`src/rtl/router_fifo_n.sv`:
```
// Address router: steers each input word into one of NUM_OUT per-channel FIFOs by din_addr.
// Words with an out-of-range address are accepted, discarded and counted in a saturating drop_cnt.
module router_fifo_n #(
   parameter int DATA_WIDTH = 32,
   parameter int NUM_OUT    = 4,
   parameter int DEPTH      = 4,
   parameter int ADDR_WIDTH = $clog2(NUM_OUT),
   parameter int CNT_WIDTH  = 8
) (
   input  logic                                 clk,
   input  logic                                 resetn,
   input  logic [DATA_WIDTH-1:0]                din,
   input  logic                                 din_valid,
   input  logic [ADDR_WIDTH-1:0]                din_addr,
   output logic                                 din_ready,
   output logic [NUM_OUT*DATA_WIDTH-1:0]        dout,
   output logic [NUM_OUT-1:0]                   dout_valid,
   input  logic [NUM_OUT-1:0]                   dout_ready,
   output logic [NUM_OUT*($clog2(DEPTH)+1)-1:0] fill,
   output logic [CNT_WIDTH-1:0]                 drop_cnt
);
   localparam int PW = $clog2(DEPTH);
   localparam int FW = PW + 1;

   logic [DATA_WIDTH-1:0] mem [NUM_OUT][DEPTH];
   logic [PW-1:0]         rd_ptr [NUM_OUT];
   logic [PW-1:0]         wr_ptr [NUM_OUT];
   logic [FW-1:0]         occ [NUM_OUT];
   logic [NUM_OUT-1:0]    push;
   logic [NUM_OUT-1:0]    pop;
   logic                  addr_ok;
   logic                  sel_full;
   logic                  accept;

   function automatic logic [CNT_WIDTH-1:0] sat_inc(input logic [CNT_WIDTH-1:0] v);
      return (&v) ? v : v + CNT_WIDTH'(1);
   endfunction

   // Ready looks only at the addressed channel's registered occupancy, so a same-cycle pop
   // on a full channel does not open it up until the next cycle.
   always_comb begin
      addr_ok  = 1'b0;
      sel_full = 1'b0;
      push     = '0;
      pop      = '0;
      for (int k = 0; k < NUM_OUT; k++) begin
         if (din_addr == ADDR_WIDTH'(k)) begin
            addr_ok  = 1'b1;
            sel_full = (occ[k] == FW'(DEPTH));
         end
         pop[k] = (occ[k] != '0) && dout_ready[k];
      end
      din_ready = resetn && !sel_full;
      accept    = din_valid && din_ready;
      for (int k = 0; k < NUM_OUT; k++) begin
         push[k] = accept && addr_ok && (din_addr == ADDR_WIDTH'(k));
      end
   end

   always_ff @(posedge clk) begin
      if (!resetn) begin
         for (int k = 0; k < NUM_OUT; k++) begin
            rd_ptr[k] <= '0;
            wr_ptr[k] <= '0;
            occ[k]    <= '0;
         end
         drop_cnt <= '0;
      end else begin
         for (int k = 0; k < NUM_OUT; k++) begin
            if (push[k]) wr_ptr[k] <= wr_ptr[k] + PW'(1);
            if (pop[k])  rd_ptr[k] <= rd_ptr[k] + PW'(1);
            case ({push[k], pop[k]})
               2'b10:   occ[k] <= occ[k] + FW'(1);
               2'b01:   occ[k] <= occ[k] - FW'(1);
               default: ;
            endcase
         end
         if (accept && !addr_ok) drop_cnt <= sat_inc(drop_cnt);
      end
   end

   // Storage carries no reset; empty channels mask their head to zero instead.
   always_ff @(posedge clk) begin
      for (int k = 0; k < NUM_OUT; k++) begin
         if (push[k]) mem[k][wr_ptr[k]] <= din;
      end
   end

   for (genvar k = 0; k < NUM_OUT; k++) begin : g_out
      assign dout_valid[k]                   = (occ[k] != '0);
      assign dout[k*DATA_WIDTH +: DATA_WIDTH] = dout_valid[k] ? mem[k][rd_ptr[k]] : '0;
      assign fill[k*FW +: FW]                 = occ[k];
   end

endmodule

```
`config.mk`:
```
export PLATFORM = sky130hd
export DESIGN_NAME = router_fifo_n
export DESIGN_NICKNAME = d
export VERILOG_FILES = /design/src/rtl/router_fifo_n.sv
export SDC_FILE = /design/constraint.sdc
export NUM_CORES = 1
export LEC_CHECK = 0
export ABC_CLOCK_PERIOD_IN_PS = 3600
export CORE_ASPECT_RATIO = 0.75
export CORE_UTILIZATION = 62
export CTS_CLUSTER_DIAMETER = 120
export DETAILED_ROUTE_END_ITERATION = 10
export PLACE_DENSITY = 0.95
export SLEW_MARGIN = 30
export SYNTH_ARGS = -nofsm -noshare
export SYNTH_HDL_FRONTEND = slang
export SYNTH_SLANG_ARGS = --single-unit
```
`constraint.sdc`:
```
create_clock -name clk -period 3.6 [get_ports clk]
set_input_delay 0.72 -clock clk [delete_from_list [all_inputs] [get_ports clk]]
set_output_delay 0.72 -clock clk [all_outputs]
set_load 0.05 [all_outputs]
```
==> results.py, run 1 <==
metrics = {
    "run_status": {
        "status": "completed",
    },
    "global_route": {
        "grt.met3_usage_pct": 6.35,
        "grt_pass1_vias": 11700,
        "grt_use_met1_pct": 40.0,
        "met2_usage_pct": 50.3,
        "grt_overflow_total": 0,
        "grt_pass1_wl_um": 75900,
        "busiest_layer": "met2",
        "antenna_found_initial": 2,
        "grtUsageTotal_pct": 30.5,
        "grt_max_degree": 40,
    },
    "power": {
        "powerDensity_nw_per_um2": 627,
        "internal_power_w": 0.0113,
        "p_comb_share_pct": 24.0,
        "clkPwrFrac_pct": 31.5,
        "p_sw_w": 0.00490,
        "p_leak_nw": 8.75,
        "max-vdd-ir-drop_uv": 476,
        "seq_power_share_pct": 44.5,
        "switching_share_pct": 30.3,
    },
    "synthesis": {
        "yosys-top-cells-count": "edfxtp_1 (540), and2_1 (148), mux4_2 (112)",
        "synth_flop_cell": "edfxtp_1",
        "ys_types": 43,
        "ys_ff_latch": 548,
        "netlist_instances": 1030,
        "ys_seq_area_share_pct": 75.3,
        "synthesis.nets": 1093,
        "synth.most_common_cell": "edfxtp_1",
        "synth_edf_count": 540,
        "yosys_warnings": 0,
        "synth_area_um2": 21700,
        "yosysTopAreaCell": "edfxtp_1",
        "yosys-top-cells-area": "edfxtp_1 (75%), mux4_2 (12%), and2_1 (4.3%)",
        "async_flop_share_pct": 0,
        "post_synth.cell_area_avg_um2": 21.1,
        "yosysTopAreaCellShare_pct": 74.6,
    },
    "timing": {
        "layout_setup_ws_ns": 0.0829,
        "fin_setup_tns_ns": 0,
        "finalHoldViolCount": 0,
        "min_period_ns": 3.52,
        "worst_slew_pin_slew_ns": 0.792,
        "relSlewSlack_pct": 47.2,
        "finalMaxSlewViolations": 0,
        "fmax_mhz": 284,
        "finalSetupViolCount": 0,
        "post-route-period-util_pct": 97.7,
        "skew_ns": 0.0228,
        "rsz0062_at_grt": "no",
    },
    "floorplanning": {
        "die_w_um": 218,
        "core_um2": 34000,
        "row_count": 58,
        "pin_count": 194,
        "die_y_um": 164,
        "dieArea_um2": 35800,
        "initial_utilization_pct": 63.9,
    },
    "cts": {
        "clk_path_buf_depth": 3,
        "clockRootBuffer": "clkbuf_16",
        "cts_hold_buf": 0,
        "clk_latency_ns": 0.58,
        "cts.sinks": 548,
        "htreeDepth": 2,
        "path_clk_slew_ns": 0.06,
        "cts_buffers": 49,
        "postCtsSetupBuffers": 0,
        "cts_tree": "done",
    },
    "layout": {
        "layout-drive-gt1-share_pct": 23.5,
        "finish.instance_area_um2": 25800,
        "area_delta_synth_final_pct": 18.6,
        "num_antenna_cells": 0,
        "fillers": 1774,
        "nets": 1324,
    },
    "detailed_routing": {
        "via_per_inst": 6.42,
        "vias": 11200,
        "dr.pass1.iters": 5,
        "post-route-drc-count": 0,
        "ant_nets": 0,
        "drt_wl_total_um": 52700,
        "wl_per_cell_um": 30.2,
        "drt_iter0_markers": 1356,
    },
    "placement": {
        "place_ws_ns": 0.605,
        "gp_congestion": 0.816,
        "hpwl_um": 30000,
        "dpl_cell_area_um2": 24200,
        "portBuffers": 193,
    },
    "setup_path": {
        "crit_family": "flip-flops",
        "slowest_stage": "edfxtp_1",
        "worstSetupPathType": "register to primary output",
        "crit_path_start_kind": "register",
        "worstPathRequired_ns": 2.88,
        "arrival_ns": 2.80,
        "end_kind": "primary output",
        "path_max_fanout": 10,
        "critPathBufInv": 1,
        "worstPathCellList": "mux4_1 > and2_1 > clkdlybuf4s50_1",
        "cp_slowest_stage_delay_ns": 0.86,
    },
    "worst_hold_path": {
        "hold_path_class": "register to register",
    },
    "job": {
        "cap_violations": 0,
    },
}
[worst paths after layout]
| kind | startpoint | endpoint | slack, ns | cells past startpoint |
|---|---|---|---|---|
| worst min register to register | drop_cnt[6]$_SDFFE_PN0P_ | drop_cnt[6]$_SDFFE_PN0P_ | 0.47 | 1 |
| worst max register to register | occ[0][8]$_SDFFCE_PN0P_ | occ[0][8]$_SDFFCE_PN0P_ | 0.90 | 7 |
| worst min-delay path | drop_cnt[6]$_SDFFE_PN0P_ | drop_cnt[6]$_SDFFE_PN0P_ | 0.47 | 1 |
| worst max-delay path | rd_ptr[1][1]$_SDFFCE_PN0P_ | dout[32] | 0.08 | 3 |
[kinds of logic (layout without fill, tap and decap cells)]
family / count (synthesis) / count (layout) / synth area share (%)
AO/OA/AOI/OAI: 27 / 27 / 0.846
XOR/XNOR: 7 / 7 / 0.282
adder cells (fa/ha/maj): 22 / 22 / 1.37
flip-flops: 548 / 548 / 75.3
buffers and inverters: 74 / 340 / 2.47
AND/OR/NAND/NOR: 223 / 223 / 6.15
multiplexers: 129 / 129 / 13.6
[power by group through the flow]
stage	logic (W)	registers, W	clock network (W)
detailed placement	0.00386	0.00733	0
floorplan	0.00256	0.00739	0
finish	0.00388	0.00720	0.00509
CTS	0.00390	0.00719	0.00514
global placement	0.00379	0.00732	0
global route	0.00402	0.00720	0.00537
[placed cells by master (no fill, tap or decap), types with 4 or more instances in the layout]
master / instances
o2111ai_1: 4
clkbuf_16: 50
edfxtp_1: 540
nand2b_1: 6
xnor2_1: 4
nand2_1: 20
clkdlybuf4s50_1: 109
clkinv_2: 4
mux4_1: 16
nand3_1: 12
clkinv_1: 4
and2_2: 8
inv_1: 18
ha_1: 19
dlymetal6s2s_1: 21
buf_4: 85
buf_12: 20
a21oi_1: 7
mux4_2: 112
clkbuf_1: 16
nor2_1: 12
and3_2: 10
clkinvlp_4: 4
and2_1: 140
dfxtp_1: 8
[per-layer routing]
layer | vias to the layer above | part of all wire [%]
met2 | 774 | 50
met4 | 2 | 4.2
met3 | 131 | 11
met5 | - | 0.025
li1 | 4584 | -
met1 | 5721 | 35
[timing repair]
action	in CTS	in global routing
gates resized for setup	1	21
endpoints found under the setup margin	3	21
pin swaps	0	0
[area by class of cell]
cell class | instances | area, um^2 | area share [%]
sequential | 548 | 16400 | 63.5
multi-input combinational | 408 | 4840 | 18.8
timing repair buffer | 236 | 2400 | 9.32
clock inverter | 17 | 180 | 0.699
clock buffer | 69 | 1350 | 5.25
inverter | 18 | 67.6 | 0.262
tap | 450 | 563 | 2.18
[sequential cells by signal, summed over array words and instances (netlist names)]
signal	cells
drop_cnt	8
mem	512
wr_ptr	8
occ	12
rd_ptr	8
[metrics by stage]
stage | instances | utilization (%) | hold WS, ns | total power, W
3_5_place_dp | 1660 | 71.1 | 0.455 | 0.0112
6_report | 1746 | 75.8 | 0.470 | 0.0162
4_1_cts | 1746 | 75.6 | 0.474 | 0.0162
3_3_place_gp | 1660 | 71.1 | 0.443 | 0.0111
5_1_grt | 1746 | 75.8 | 0.492 | 0.0166
2_1_floorplan | 1030 | - | 0.587 | 0.00996
Note: power is estimated with default switching activity, not from simulation.
==> inputs of run 2 (changes only) <==
Settings changed: HOLD_SLACK_MARGIN set to 0.02, TNS_END_PERCENT set to 100.
==> results of run 2 <==
No change in the layout: final DEF, timing and power equal those of run 1.
==> inputs of run 3 (changes only) <==
Settings changed: CORE_MARGIN set to 2.
==> results.py, run 3 (same netlist as run 1, synthesis figures left out) <==
metrics = {
    "layout": {
        "final_cell_mix": "edfxtp_1 (540), and2_1 (140), mux4_2 (112)",
        "layout-drive-gt1-share_pct": 24.0,
        "nets": 1317,
        "num_antenna_cells": 0,
        "final_common_cell": "edfxtp_1",
        "largest_register_ffs": 512,
        "area_delta_synth_final_pct": 19.9,
    },
    "global_route": {
        "antenna_found_initial": 0,
        "grtUsageTotal_pct": 29.4,
        "grt_max_degree": 42,
        "grt_pass1_wl_um": 76800,
        "grt_pass1_vias": 11600,
        "grt_overflow_total": 0,
    },
    "cts": {
        "cts_tree": "done",
        "cts_buffers": 49,
        "postCtsSetupBuffers": 0,
        "cts.sinks": 548,
        "htreeDepth": 2,
        "path_clk_slew_ns": 0.06,
        "clk_path_buf_depth": 3,
        "clockRootBuffer": "clkbuf_16",
        "clk_latency_ns": 0.59,
    },
    "setup_path": {
        "arrival_ns": 2.80,
        "crit_path_start_kind": "register",
        "cp_slowest_stage_delay_ns": 0.71,
        "path_max_fanout": 12,
        "worstPathRequired_ns": 2.88,
        "rrSetupSlack_ns": 1.00,
        "end_kind": "primary output",
        "r2r_cells": 7,
        "critPathBufInv": 2,
        "crit_family": "buffers and inverters",
        "worstSetupPathType": "register to primary output",
        "worstPathCellList": "buf_4 > mux4_1 > and2_1 > clkdlybuf4s50_1",
        "path_depth": 4,
        "slowest_stage": "clkdlybuf4s50_1",
    },
    "job": {
        "cap_violations": 0,
    },
    "detailed_routing": {
        "post-route-drc-count": 0,
        "drt_wl_total_um": 52300,
        "vias": 11300,
        "ant_nets": 0,
        "dr.pass1.iters": 6,
        "via_per_inst": 6.48,
        "drt_iter0_markers": 1415,
        "wl_per_cell_um": 29.9,
    },
    "floorplanning": {
        "initial_utilization_pct": 62.8,
        "die_w_um": 220,
        "core_um2": 34600,
        "dieArea_um2": 36600,
        "pin_count": 194,
        "die_y_um": 166,
        "row_count": 59,
    },
    "worst_hold_path": {
        "holdPathStages": 1,
        "hold_path_class": "register to register",
    },
    "timing": {
        "rsz0062_at_grt": "no",
        "relSlewSlack_pct": 44.1,
        "finalMaxSlewViolations": 0,
        "whs_ns": 0.457,
        "min_period_ns": 3.52,
        "worst_slew_pin_slew_ns": 0.838,
        "fin_setup_tns_ns": 0,
        "fmax_mhz": 284,
        "post-route-period-util_pct": 97.7,
        "finalSetupViolCount": 0,
        "finalHoldViolCount": 0,
        "skew_ns": 0.0424,
    },
    "power": {
        "max-vdd-ir-drop_uv": 510,
        "p_leak_nw": 8.66,
        "powerDensity_nw_per_um2": 632,
    },
    "placement": {
        "gp_congestion": 0.773,
        "portBuffers": 193,
        "hpwl_um": 30300,
    },
    "run_status": {
        "status": "completed",
    },
}
[run 3: cell types whose count changed in the layout (fill, tap and decap cells not counted), sizes merged]
cell	previous run	this run
buf	106	115
clkbuf	69	60
clkdlybuf4s50	109	105
clkinv	10	23
clkinvlp	4	0
dlygate4sd2	0	7
dlymetal6s2s	21	2
inv	18	19
[run 3: final timing paths]
kind / from / to
max: rd_ptr[0][0]$_SDFFCE_PN0P_ / dout[1]
min reg2reg: drop_cnt[5]$_SDFFE_PN0P_ / drop_cnt[5]$_SDFFE_PN0P_
max reg2reg: occ[0][1]$_SDFFCE_PN0P_ / occ[0][2]$_SDFFCE_PN0P_
min: drop_cnt[5]$_SDFFE_PN0P_ / drop_cnt[5]$_SDFFE_PN0P_
[run 3: area by class of cell]
cell class,count,area [um^2]
Sequential cell,548,16400
Fill cell,1722,8560
Multi-Input combinational cell,408,4850
Timing Repair Buffer,229,2710
Clock buffer,60,1270
Tap cell,457,572
Clock inverter,27,218
Inverter,18,67.6
[run 3: stage by stage]
| step | power (W) | cells | setup slack (ns) | util, % | cell area, um^2 |
|---|---|---|---|---|---|
| floorplan | 0.00996 | 1030 | 0.632 | - | 21700 |
| global placement | 0.0115 | 1660 | 0.569 | 70.9 | 24600 |
| detailed placement | 0.0116 | 1660 | 0.464 | 70.9 | 24600 |
| CTS | 0.0165 | 1747 | 0.0456 | 75.3 | 26100 |
| global route | 0.0169 | 1747 | 0.0112 | 75.3 | 26100 |
| finish | 0.0165 | 1747 | 0.0822 | 75.3 | 26100 |
[run 3: per-layer routing]
metal	global-route usage (%)	up-vias	wire [um]
li1	-	4572	-
met1	42.3	5822	19200
met2	47.3	816	26000
met3	4.93	112	5730
met4	8.67	0	1430
met5	0	-	0
[run 3: report_power, final]
part | switching, W | internal [W]
Sequential | 0.0000784 | 0.00712
Clock | 0.00224 | 0.00271
Combinational | 0.00268 | 0.00163
Total | 0.00500 | 0.0115
[run 3: timing repair]
action | in CTS | in global routing
setup endpoints to repair | 17 | 2
cloned | 0 | 0
pin swaps | 0 | 0
hold buffers | 0 | 0
gates resized for setup | 12 | 2
